**config.mk**
```make
export PLATFORM = sky130hd
export DESIGN_NAME = alu_sweep_driver_flat
export DESIGN_NICKNAME = d
export VERILOG_FILES = /design/src/rtl/alu_sweep_driver_if.sv /design/src/rtl/alu_sweep_driver.sv /design/src/flat_wrapper.sv
export SDC_FILE = /design/constraint.sdc
export NUM_CORES = 1
export LEC_CHECK = 0
export BUFFER_PORTS_ARGS = -buffer_cell sky130_fd_sc_hd__buf_2
export CORE_UTILIZATION = 58
export CTS_CLUSTER_SIZE = 25
export DETAILED_ROUTE_END_ITERATION = 6
export PLACE_DENSITY_LB_ADDON = 0.25
export REMOVE_ABC_BUFFERS = 1
export SKIP_CTS_REPAIR_TIMING = 1
export SLEW_MARGIN = 20
export SYNTH_ARGS = -nofsm -noshare
export SYNTH_HDL_FRONTEND = slang
export SYNTH_SLANG_ARGS = --single-unit
```
**constraint.sdc**
```tcl
create_clock -name clk -period 3.1 [get_ports clk]
set_clock_uncertainty 0.05 [all_clocks]
set_input_delay 0.465 -clock clk [delete_from_list [all_inputs] [get_ports clk]]
set_output_delay 0.465 -clock clk [all_outputs]
set_load 0.1 [all_outputs]
```
**src/rtl/alu_sweep_driver_if.sv**
```systemverilog
// Start request, ALU pin and result stream signals of alu_sweep_driver.
// The master modport is the driver; the slave modport is the host/ALU side.
interface alu_sweep_driver_if;
    logic       start_valid;
    logic       start_ready;
    logic [3:0] start_a;
    logic [3:0] start_b;
    logic [3:0] alu_a;
    logic [3:0] alu_b;
    logic [2:0] alu_op;
    logic [7:0] alu_result;
    logic       res_valid;
    logic       res_ready;
    logic [7:0] res_data;
    logic [2:0] res_op;

    modport master (
        input  start_valid, start_a, start_b, alu_result, res_ready,
        output start_ready, alu_a, alu_b, alu_op, res_valid, res_data, res_op
    );

    modport slave (
        output start_valid, start_a, start_b, alu_result, res_ready,
        input  start_ready, alu_a, alu_b, alu_op, res_valid, res_data, res_op
    );
endinterface

```
**src/rtl/alu_sweep_driver.sv**
```systemverilog
// Sweeps opcodes 0..NUM_OPS-1 over a registered ALU for one latched operand pair,
// buffers every result, then streams the buffer out over a valid/ready port.
module alu_sweep_driver #(
    parameter int ALU_LATENCY = 1,
    parameter int NUM_OPS     = 6
) (
    input  logic                      clk,
    input  logic                      rst,
    alu_sweep_driver_if.master        bus,
    output logic                      busy,
    output logic                      done
);

    typedef enum logic [2:0] {
        IDLE,
        ISSUE,
        WAIT,
        CAPTURE,
        DRAIN
    } state_t;

    localparam logic [2:0] OP_IDLE   = 3'b111;
    localparam logic [2:0] LAST_OP   = 3'(NUM_OPS - 1);
    localparam logic [1:0] WAIT_INIT = 2'(ALU_LATENCY - 1);

    state_t     state_q, state_d;
    logic [2:0] k_q, k_d;
    logic [2:0] r_q, r_d;
    logic [2:0] r_next;
    logic [1:0] wait_q, wait_d;
    logic [3:0] alu_a_q, alu_a_d;
    logic [3:0] alu_b_q, alu_b_d;
    logic [2:0] alu_op_q, alu_op_d;
    logic [7:0] res_buf_q [NUM_OPS];
    logic [7:0] res_buf_d [NUM_OPS];
    logic [7:0] res_data_q, res_data_d;
    logic       res_valid_q, res_valid_d;
    logic       start_ready_q, start_ready_d;
    logic       busy_q, busy_d;
    logic       done_q, done_d;

    assign r_next = r_q + 3'd1;

    always_comb begin
        state_d     = state_q;
        k_d         = k_q;
        r_d         = r_q;
        wait_d      = wait_q;
        alu_a_d     = alu_a_q;
        alu_b_d     = alu_b_q;
        alu_op_d    = alu_op_q;
        res_buf_d   = res_buf_q;
        res_data_d  = res_data_q;
        done_d      = 1'b0;

        case (state_q)
            IDLE: begin
                if (bus.start_valid && start_ready_q) begin
                    alu_a_d  = bus.start_a;
                    alu_b_d  = bus.start_b;
                    k_d      = 3'd0;
                    alu_op_d = 3'd0;
                    state_d  = ISSUE;
                end
            end
            ISSUE: begin
                if (ALU_LATENCY == 1) begin
                    state_d = CAPTURE;
                end else begin
                    wait_d  = WAIT_INIT;
                    state_d = WAIT;
                end
            end
            WAIT: begin
                wait_d = wait_q - 2'd1;
                if (wait_q == 2'd1) begin
                    state_d = CAPTURE;
                end
            end
            CAPTURE: begin
                res_buf_d[k_q] = bus.alu_result;
                if (k_q < LAST_OP) begin
                    k_d      = k_q + 3'd1;
                    alu_op_d = k_q + 3'd1;
                    state_d  = ISSUE;
                end else begin
                    // Entry 0 was captured long ago, so it can be presented right away.
                    r_d        = 3'd0;
                    res_data_d = res_buf_q[0];
                    alu_op_d   = OP_IDLE;
                    state_d    = DRAIN;
                end
            end
            DRAIN: begin
                if (bus.res_ready) begin
                    if (r_q < LAST_OP) begin
                        r_d        = r_next;
                        res_data_d = res_buf_q[r_next];
                    end else begin
                        r_d     = 3'd0;
                        done_d  = 1'b1;
                        state_d = IDLE;
                    end
                end
            end
            default: begin
                state_d = IDLE;
            end
        endcase

        start_ready_d = (state_d == IDLE);
        busy_d        = (state_d != IDLE);
        res_valid_d   = (state_d == DRAIN);
    end

    always_ff @(posedge clk or posedge rst) begin
        if (rst) begin
            state_q       <= IDLE;
            k_q           <= 3'd0;
            r_q           <= 3'd0;
            wait_q        <= 2'd0;
            alu_a_q       <= 4'd0;
            alu_b_q       <= 4'd0;
            alu_op_q      <= OP_IDLE;
            res_data_q    <= 8'd0;
            res_valid_q   <= 1'b0;
            start_ready_q <= 1'b1;
            busy_q        <= 1'b0;
            done_q        <= 1'b0;
            for (int i = 0; i < NUM_OPS; i++) begin
                res_buf_q[i] <= 8'd0;
            end
        end else begin
            state_q       <= state_d;
            k_q           <= k_d;
            r_q           <= r_d;
            wait_q        <= wait_d;
            alu_a_q       <= alu_a_d;
            alu_b_q       <= alu_b_d;
            alu_op_q      <= alu_op_d;
            res_data_q    <= res_data_d;
            res_valid_q   <= res_valid_d;
            start_ready_q <= start_ready_d;
            busy_q        <= busy_d;
            done_q        <= done_d;
            res_buf_q     <= res_buf_d;
        end
    end

    assign bus.start_ready = start_ready_q;
    assign bus.alu_a       = alu_a_q;
    assign bus.alu_b       = alu_b_q;
    assign bus.alu_op      = alu_op_q;
    assign bus.res_valid   = res_valid_q;
    assign bus.res_data    = res_data_q;
    assign bus.res_op      = r_q;
    assign busy            = busy_q;
    assign done            = done_q;

endmodule

```
**src/flat_wrapper.sv**
```systemverilog
// flat-port wrapper written by rule: the top's interface ports become plain ports
module alu_sweep_driver_flat 
#(
    parameter int ALU_LATENCY = 1,
    parameter int NUM_OPS     = 6
)
  (clk, rst, busy, done, bus_start_valid, bus_start_a, bus_start_b, bus_alu_result, bus_res_ready, bus_start_ready, bus_alu_a, bus_alu_b, bus_alu_op, bus_res_valid, bus_res_data, bus_res_op);
  alu_sweep_driver_if bus_i ();
  input  logic clk;
  input  logic rst;
  output logic busy;
  output logic done;
  input wire logic [$bits(bus_i.start_valid)-1:0] bus_start_valid;
  input wire logic [$bits(bus_i.start_a)-1:0] bus_start_a;
  input wire logic [$bits(bus_i.start_b)-1:0] bus_start_b;
  input wire logic [$bits(bus_i.alu_result)-1:0] bus_alu_result;
  input wire logic [$bits(bus_i.res_ready)-1:0] bus_res_ready;
  output wire logic [$bits(bus_i.start_ready)-1:0] bus_start_ready;
  output wire logic [$bits(bus_i.alu_a)-1:0] bus_alu_a;
  output wire logic [$bits(bus_i.alu_b)-1:0] bus_alu_b;
  output wire logic [$bits(bus_i.alu_op)-1:0] bus_alu_op;
  output wire logic [$bits(bus_i.res_valid)-1:0] bus_res_valid;
  output wire logic [$bits(bus_i.res_data)-1:0] bus_res_data;
  output wire logic [$bits(bus_i.res_op)-1:0] bus_res_op;
  assign bus_i.start_valid = bus_start_valid;
  assign bus_i.start_a = bus_start_a;
  assign bus_i.start_b = bus_start_b;
  assign bus_i.alu_result = bus_alu_result;
  assign bus_i.res_ready = bus_res_ready;
  assign bus_start_ready = bus_i.start_ready;
  assign bus_alu_a = bus_i.alu_a;
  assign bus_alu_b = bus_i.alu_b;
  assign bus_alu_op = bus_i.alu_op;
  assign bus_res_valid = bus_i.res_valid;
  assign bus_res_data = bus_i.res_data;
  assign bus_res_op = bus_i.res_op;
  alu_sweep_driver #(.ALU_LATENCY(ALU_LATENCY), .NUM_OPS(NUM_OPS)) u_core (.clk(clk), .rst(rst), .bus(bus_i), .busy(busy), .done(done));
endmodule
```
==> out/results.ini, run 1 <==
[sta]
max_freq_mhz=456.5
period_minus_slack_ps=2191
slew_headroom_pct=49.19
worst_pin_slew_ps=761.3
hold_violations=0
finalSetupTns_ps=0
rsz0062_at_grt=false
timing.final.crit_share_pct=70.66
final_max_slew_viol_count=0
finalSetupViolCount=0

[finish]
multi_input_area_sq_um=1613
nets=366
syn_to_final_growth_pct=12.13
seq_area_sq_um=2057
drive_above_1_share_pct=38.90
fillCellCount=481
layout_commonest_cell=dfrtp_1
layout_common_cells=dfrtp_1, mux2_2, buf_2
num_antenna_cells=0

[detailed_routing]
wire_per_inst_um=17.04
via_count=2443
ant_nets=0
drtIter0Drc=158
drc=0
viasPerCell=5.762
firstDrtPassIters=4
totalWireLength_um=7226

[critical_path]
crit_type=reg -> reg
crit_family=adder cells
worstPathMaxFanout=10
startpoint_type=register
slowest_delay_ps=650
cp.buffers_inverters=0
setup.worst_path.start=u_core.bus.res_op[1]
cp_num_cells=4
required_ps=3280
end_kind=register
arrival_ps=2370
r2r-start=u_core.bus.res_op[1]
crit_chain=ha_1, or2_0, o211ai_1, a22o_1
r2r_cells=4
crit_slowest_cell=ha_1

[logic_synthesis]
synth_edf_count=0
yosysUniqueCellTypes=44
synth-seq-cells=82
syn_avg_cell_area_sq_um=12.70
ys_async_sr_fraction_pct=100.0
yosys_most_used_dff=dfrtp_1
synth_warnings=0
ys_seq_area_share_pct=54.17
netlist_instances=299
netlist_area_sq_um=3797

[clock_network]
htreeDepth=3
clk_path_buf_depth=2
cts.clk_slew.worst_paths_ps=80
cts_tree=built
cts.root.buffer_cell=clkbuf_8
clkLatencyLatePin_ps=340
cts-buffers-inserted=9
cts_num_sinks=82

[die]
start_util_pct=59.80
die-area_sq_um=6875
die_x_um=82.92
core-area_sq_um=6350
placementRows=29
ios=46
die_height_um=82.92

[global_routing]
grt_max_degree=45
grt_usage_pct=23.23
antenna_found_initial=0
grt_pass1_wl_um=12230
overflow=0
grt_pass1_vias=2386

[outcome]
status=finished, final reports clean

[placement]
gp_congestion=0.7974
place.port_buffers=45
place_hpwl_um=4753

[flow_run]
cap_violations=0

[hold_path]
hp-class=in -> async

through the flow:
step           hold WS [ps]  cells  worst slack, ps  util [%]  instance area, sq um
2_1_floorplan         398.0    282            80.00         -                  3681
3_3_place_gp          401.0    409            965.6     63.84                  4054
3_5_place_dp          416.0    409            905.3     63.84                  4054
4_1_cts               197.1    424            903.2     67.05                  4258
5_1_grt               238.3    424            781.5     67.05                  4258
6_report              178.2    424            909.4     67.05                  4258
routing by layer:
layer,routed length [um],track usage (%),up-vias
li1,-,-,1151
met1,3340,31.95,1215
met2,3494,36.51,69
met3,274,4.473,8
met4,116,9.875,0
met5,0,0,-
logic make-up after synthesis:
| kind of cell | share of synthesized area, % |
|---|---|
| AND/OR/NAND/NOR | 10.61 |
| flip-flops | 54.17 |
| multiplexers | 21.91 |
| AO/OA/AOI/OAI | 7.842 |
| buffers and inverters | 3.360 |
| XOR/XNOR | 1.121 |
| adder cells (fa/ha/maj) | 0.9886 |
synthesized netlist by cell type, types with 2 or more instances:
cell,instances,share of area [%]
mux4_2,8,4.7
nand2_2,2,0.33
nand2_1,42,4.2
a22o_1,9,2.1
mux2i_1,10,2.6
o211ai_1,8,1.6
mux2_2,49,15
nor2_1,20,2.0
o21a_1,2,0.40
nor3_1,2,0.26
a21o_1,2,0.40
inv_1,3,0.30
dfstp_2,4,2.8
buf_2,9,1.2
xor2_1,2,0.46
dfrtp_1,78,51
and3_1,2,0.33
ha_1,3,0.99
buf_4,3,0.59
o21ai_0,9,1.2
a21oi_1,6,0.79
buf_6,4,1.2
cell type report:
type	instances	share of cell area, %
multi-input cells	197	37.88
flip-flops and latches	82	48.31
well taps	77	2.263
inverters	3	0.2939
repair buffers	50	6.465
clock inverters	2	0.8228
clock buffers	13	3.967
worst reg2reg max path: cells and delay by family, from the launching register on:
| family | cells | cell delay, ps |
|---|---|---|
| DFF | 1 | 420 |
| and+or+nand+nor | 1 | 560 |
| AOI/OAI and AO/OA | 2 | 400 |
| adders and majority gates | 1 | 650 |
final timing paths:
check,endpoint,slack [ps]
max,u_core.bus.res_data[3],910
min,u_core.res_buf_q[23],180
max reg2reg,u_core.bus.res_data[3],910
min reg2reg,u_core.wait_q[0],430
max in group asynchronous,u_core.bus.alu_op[2],2110
min in group clk,u_core.bus.alu_b[2],260
flip-flops by register name, indices dropped and copies added, names as in the netlist:
| name | cells |
|---|---|
| u_core.bus.alu_a | 4 |
| u_core.bus.alu_b | 4 |
| u_core.bus.alu_op | 3 |
| u_core.bus.res_data | 8 |
| u_core.bus.res_op | 3 |
| u_core.bus.res_valid | 1 |
| u_core.bus.start_ready | 1 |
| u_core.busy | 1 |
| u_core.done | 1 |
| u_core.k_q | 3 |
| u_core.res_buf_q | 48 |
| u_core.state_q | 3 |
| u_core.wait_q | 2 |
Power of run 1 is left out: the tool's default activity adds up to more than one toggle a clock period on the data nets, which glitch-free logic cannot reach.
==> run 2: changes to the inputs <==
ABC_AREA = 1   (was unset)
clock period = 2.2 ns   (was 3.1 ns; I/O delays follow)
==> out/results.ini, run 2 <==
[finish]
nets=521  ; was 366
num_antenna_cells=0  ; unchanged
largest_register=u_core.res_buf_q  ; unchanged
fillCellCount=521  ; was 481
largest_register_ffs=48  ; unchanged
syn_to_final_growth_pct=11.76  ; was 12.13%
design_area_sq_um=4400  ; was 4258 sq um
layout_commonest_cell=nand2_1  ; was dfrtp_1
drive_above_1_share_pct=21.12  ; was 38.90%
layout_common_cells=nand2_1, dfrtp_1, buf_2  ; was dfrtp_1, mux2_2, buf_2

[global_routing]
grt_pass1_vias=3090  ; was 2386
overflow=0  ; unchanged
grt_max_degree=39  ; was 45
antenna_found_initial=0  ; unchanged
grt_pass1_wl_um=14840  ; was 12230 um
grt_usage_pct=27.02  ; was 23.23%

[die]
die_x_um=84.40  ; was 82.92 um
start_util_pct=60.96  ; was 59.80%
die_height_um=84.40  ; was 82.92 um
ios=46  ; unchanged
placementRows=29  ; unchanged
die-area_sq_um=7123  ; was 6875 sq um
core-area_sq_um=6459  ; was 6350 sq um

[sta]
max_freq_mhz=522.8  ; was 456.5 MHz
rsz0062_at_grt=false  ; unchanged
slew_headroom_pct=54.80  ; was 49.19%
timing.final.crit_share_pct=86.94  ; was 70.66%
hold_violations=7  ; was 0
finalSetupViolCount=0  ; unchanged
period_minus_slack_ps=1913  ; was 2191 ps
whs_ps=-3.717  ; was 178.2 ps
worst_pin_slew_ps=677.2  ; was 761.3 ps
final_max_slew_viol_count=0  ; unchanged

[logic_synthesis]
synth_area_leader_cell=dfrtp_1  ; unchanged
syn_avg_cell_area_sq_um=8.770  ; was 12.70 sq um
ys_seq_area_share_pct=52.24  ; was 54.17%
yosysUniqueCellTypes=31  ; was 44
synth_warnings=0  ; unchanged
ys_top_cells_by_area=dfrtp_1, nand2_1, o21ai_1, nor2_1, nand4_4  ; was dfrtp_1, mux2_2, mux4_2, nand2_1, dfstp_2
synthTopCellsByCount=nand2_1, dfrtp_1, o21ai_1, nor2_1  ; was dfrtp_1, mux2_2, nand2_1, nor2_1, mux2i_1
netlist_area_sq_um=3938  ; was 3797 sq um
netlist_instances=449  ; was 299
synth.most_common_cell=nand2_1  ; was dfrtp_1
yosys_most_used_dff=dfrtp_1  ; unchanged
synth_top_area_share_pct=49.57  ; was 51.40%
ys_async_sr_fraction_pct=100.0  ; unchanged
synth-seq-cells=82  ; unchanged
synth_edf_count=0  ; unchanged

[pwr]
switching_share_pct=50.63
pwr-share-clk_pct=15.0
power_density_nw_per_um2=1608
seqPwrFrac_pct=36.3
p_leak_nw=2.216
p_sw_w=0.003582
total_power_w=0.007075
pwr-share-comb_pct=48.7
internal-power_w=0.003493
worst_ir_drop_vdd_mv=1.068

[critical_path]
reg2reg_to=u_core.bus.res_data[5]  ; was u_core.bus.res_data[3]
slowest_delay_ps=440  ; was 650 ps
r2r-start=u_core.bus.res_op[0]  ; was u_core.bus.res_op[1]
setup.worst_path.start=u_core.bus.res_op[0]  ; was u_core.bus.res_op[1]
crit_chain=ha_1, inv_1, nand3_1, nor2_1, nor2_1, nand2_1, nand2_1, nand2_1  ; was ha_1, or2_0, o211ai_1, a22o_1
r2r_cells=8  ; was 4
arrival_ps=2160  ; was 2370 ps
cpMostUsedCell=nand2_1
r2r_setup_slack_ps=290  ; was 910 ps
crit_slowest_cell=dfrtp_1  ; was ha_1
end_kind=register  ; unchanged
required_ps=2450  ; was 3280 ps
crit_type=reg -> reg  ; unchanged
startpoint_type=register  ; unchanged
worstPathMaxFanout=9  ; was 10

[placement]
place.port_buffers=45  ; unchanged
gp_congestion=0.8816  ; was 0.7974
place_hpwl_um=5828  ; was 4753 um
place_area_sq_um=4215  ; was 4054 sq um

[outcome]
violations=design-rule violations, negative hold slack
status=finished, violations left  ; was finished, final reports clean

[detailed_routing]
drtIter0Drc=315  ; was 158
wire_per_inst_um=15.13  ; was 17.04 um
m1WireLength_um=3892  ; was 3340 um
ant_nets=0  ; unchanged
met2_length_um=4023  ; was 3494 um
met3WireLength_um=517  ; was 274 um
totalWireLength_um=8763  ; was 7226 um
drc=4  ; was 0
via_count=3250  ; was 2443
viasPerCell=5.613  ; was 5.762
top_layer_used=met4  ; unchanged
firstDrtPassIters=6  ; was 4

[clock_network]
cts_tree=built  ; unchanged
htreeDepth=3  ; unchanged
cts_num_sinks=82  ; unchanged
cts.root.buffer_cell=clkbuf_8  ; unchanged
clk_path_buf_depth=2  ; unchanged
clkLatencyLatePin_ps=360  ; was 340 ps
cts-buffers-inserted=9  ; unchanged
cts.clk_slew.worst_paths_ps=80  ; about the same

[hold_path]
hp-class=in -> async  ; unchanged

[flow_run]
cap_violations=0  ; unchanged

[run 2: changes by cell type after synthesis, sizes merged, moves of 9 or more]
cell,change
mux2i,-10
nand3,+13
nand2,+114
mux2,-41
nand4,+9
nor2,+21
a22o,-9
o21ai,+63
inv,+21
[run 2: worst max-delay path, delay by kind of cell, from the launching register on]
family | cells | cell delay [ps]
DFF | 1 | 440
buffers and inverters | 1 | 240
and+or+nand+nor | 6 | 800
adders and majority gates | 1 | 330
[run 2: cell families after synthesis]
family          Yosys count  synth area share (%)
simple gates            241                 28.60
flops                    82                 52.24
compound gates           75                 10.39
buf+inv                  38                 5.084
mux                       8                 2.288
fa+ha+maj                 3                0.9534
xor+xnor                  2                0.4449
[run 2: final cells by class]
class / instances / area, sq um / area share [%]
repair buffers: 52 / 290.3 / 6.597
multi-input cells: 329 / 1680 / 38.19
well taps: 77 / 96.34 / 2.189
clock inverters: 3 / 40.04 / 0.9099
clock buffers: 12 / 145.1 / 3.298
inverters: 24 / 91.34 / 2.076
flip-flops and latches: 82 / 2057 / 46.74
[run 2: stage by stage]
step / TNS (ps) / cells / setup WS [ps] / util, %
floorplan: -25250 / 435 / -377.3 / -
global placement: 0 / 564 / 453.4 / 65.27
detailed placement: 0 / 564 / 345.6 / 65.27
CTS: 0 / 579 / 321.0 / 68.13
global route: 0 / 579 / 116.8 / 68.13
finish: 0 / 579 / 287.3 / 68.13
[run 2: power groups by stage]
stage	sequential [W]	combinational (W)	clock, W
6_report	0.00257	0.00344	0.00106
5_1_grt	0.00264	0.00372	0.00113
4_1_cts	0.00256	0.00345	0.00107
3_5_place_dp	0.00258	0.00344	0
3_3_place_gp	0.00257	0.00334	0
2_1_floorplan	0.00395	0.00140	0
[run 2: worst max-delay path by stage]
stage	end	slack, ps	depth (start not counted)
5_1_grt	u_core.bus.res_data[5]	120	8
4_1_cts	u_core.bus.res_data[5]	320	8
3_3_place_gp	u_core.bus.res_data[6]	450	8
3_5_place_dp	u_core.bus.res_data[5]	350	8
2_1_floorplan	u_core.bus.res_data[0]	-380	8
6_report	u_core.bus.res_data[5]	290	8
[run 2: routing by layer]
metal / GRT usage (%) / vias up
met2: 41.58 / 108
met1: 37.39 / 1555
met5: 0 / -
li1: - / 1564
met3: 4.228 / 23
met4: 14.33 / 0
(Power assumes the default switching activity.)
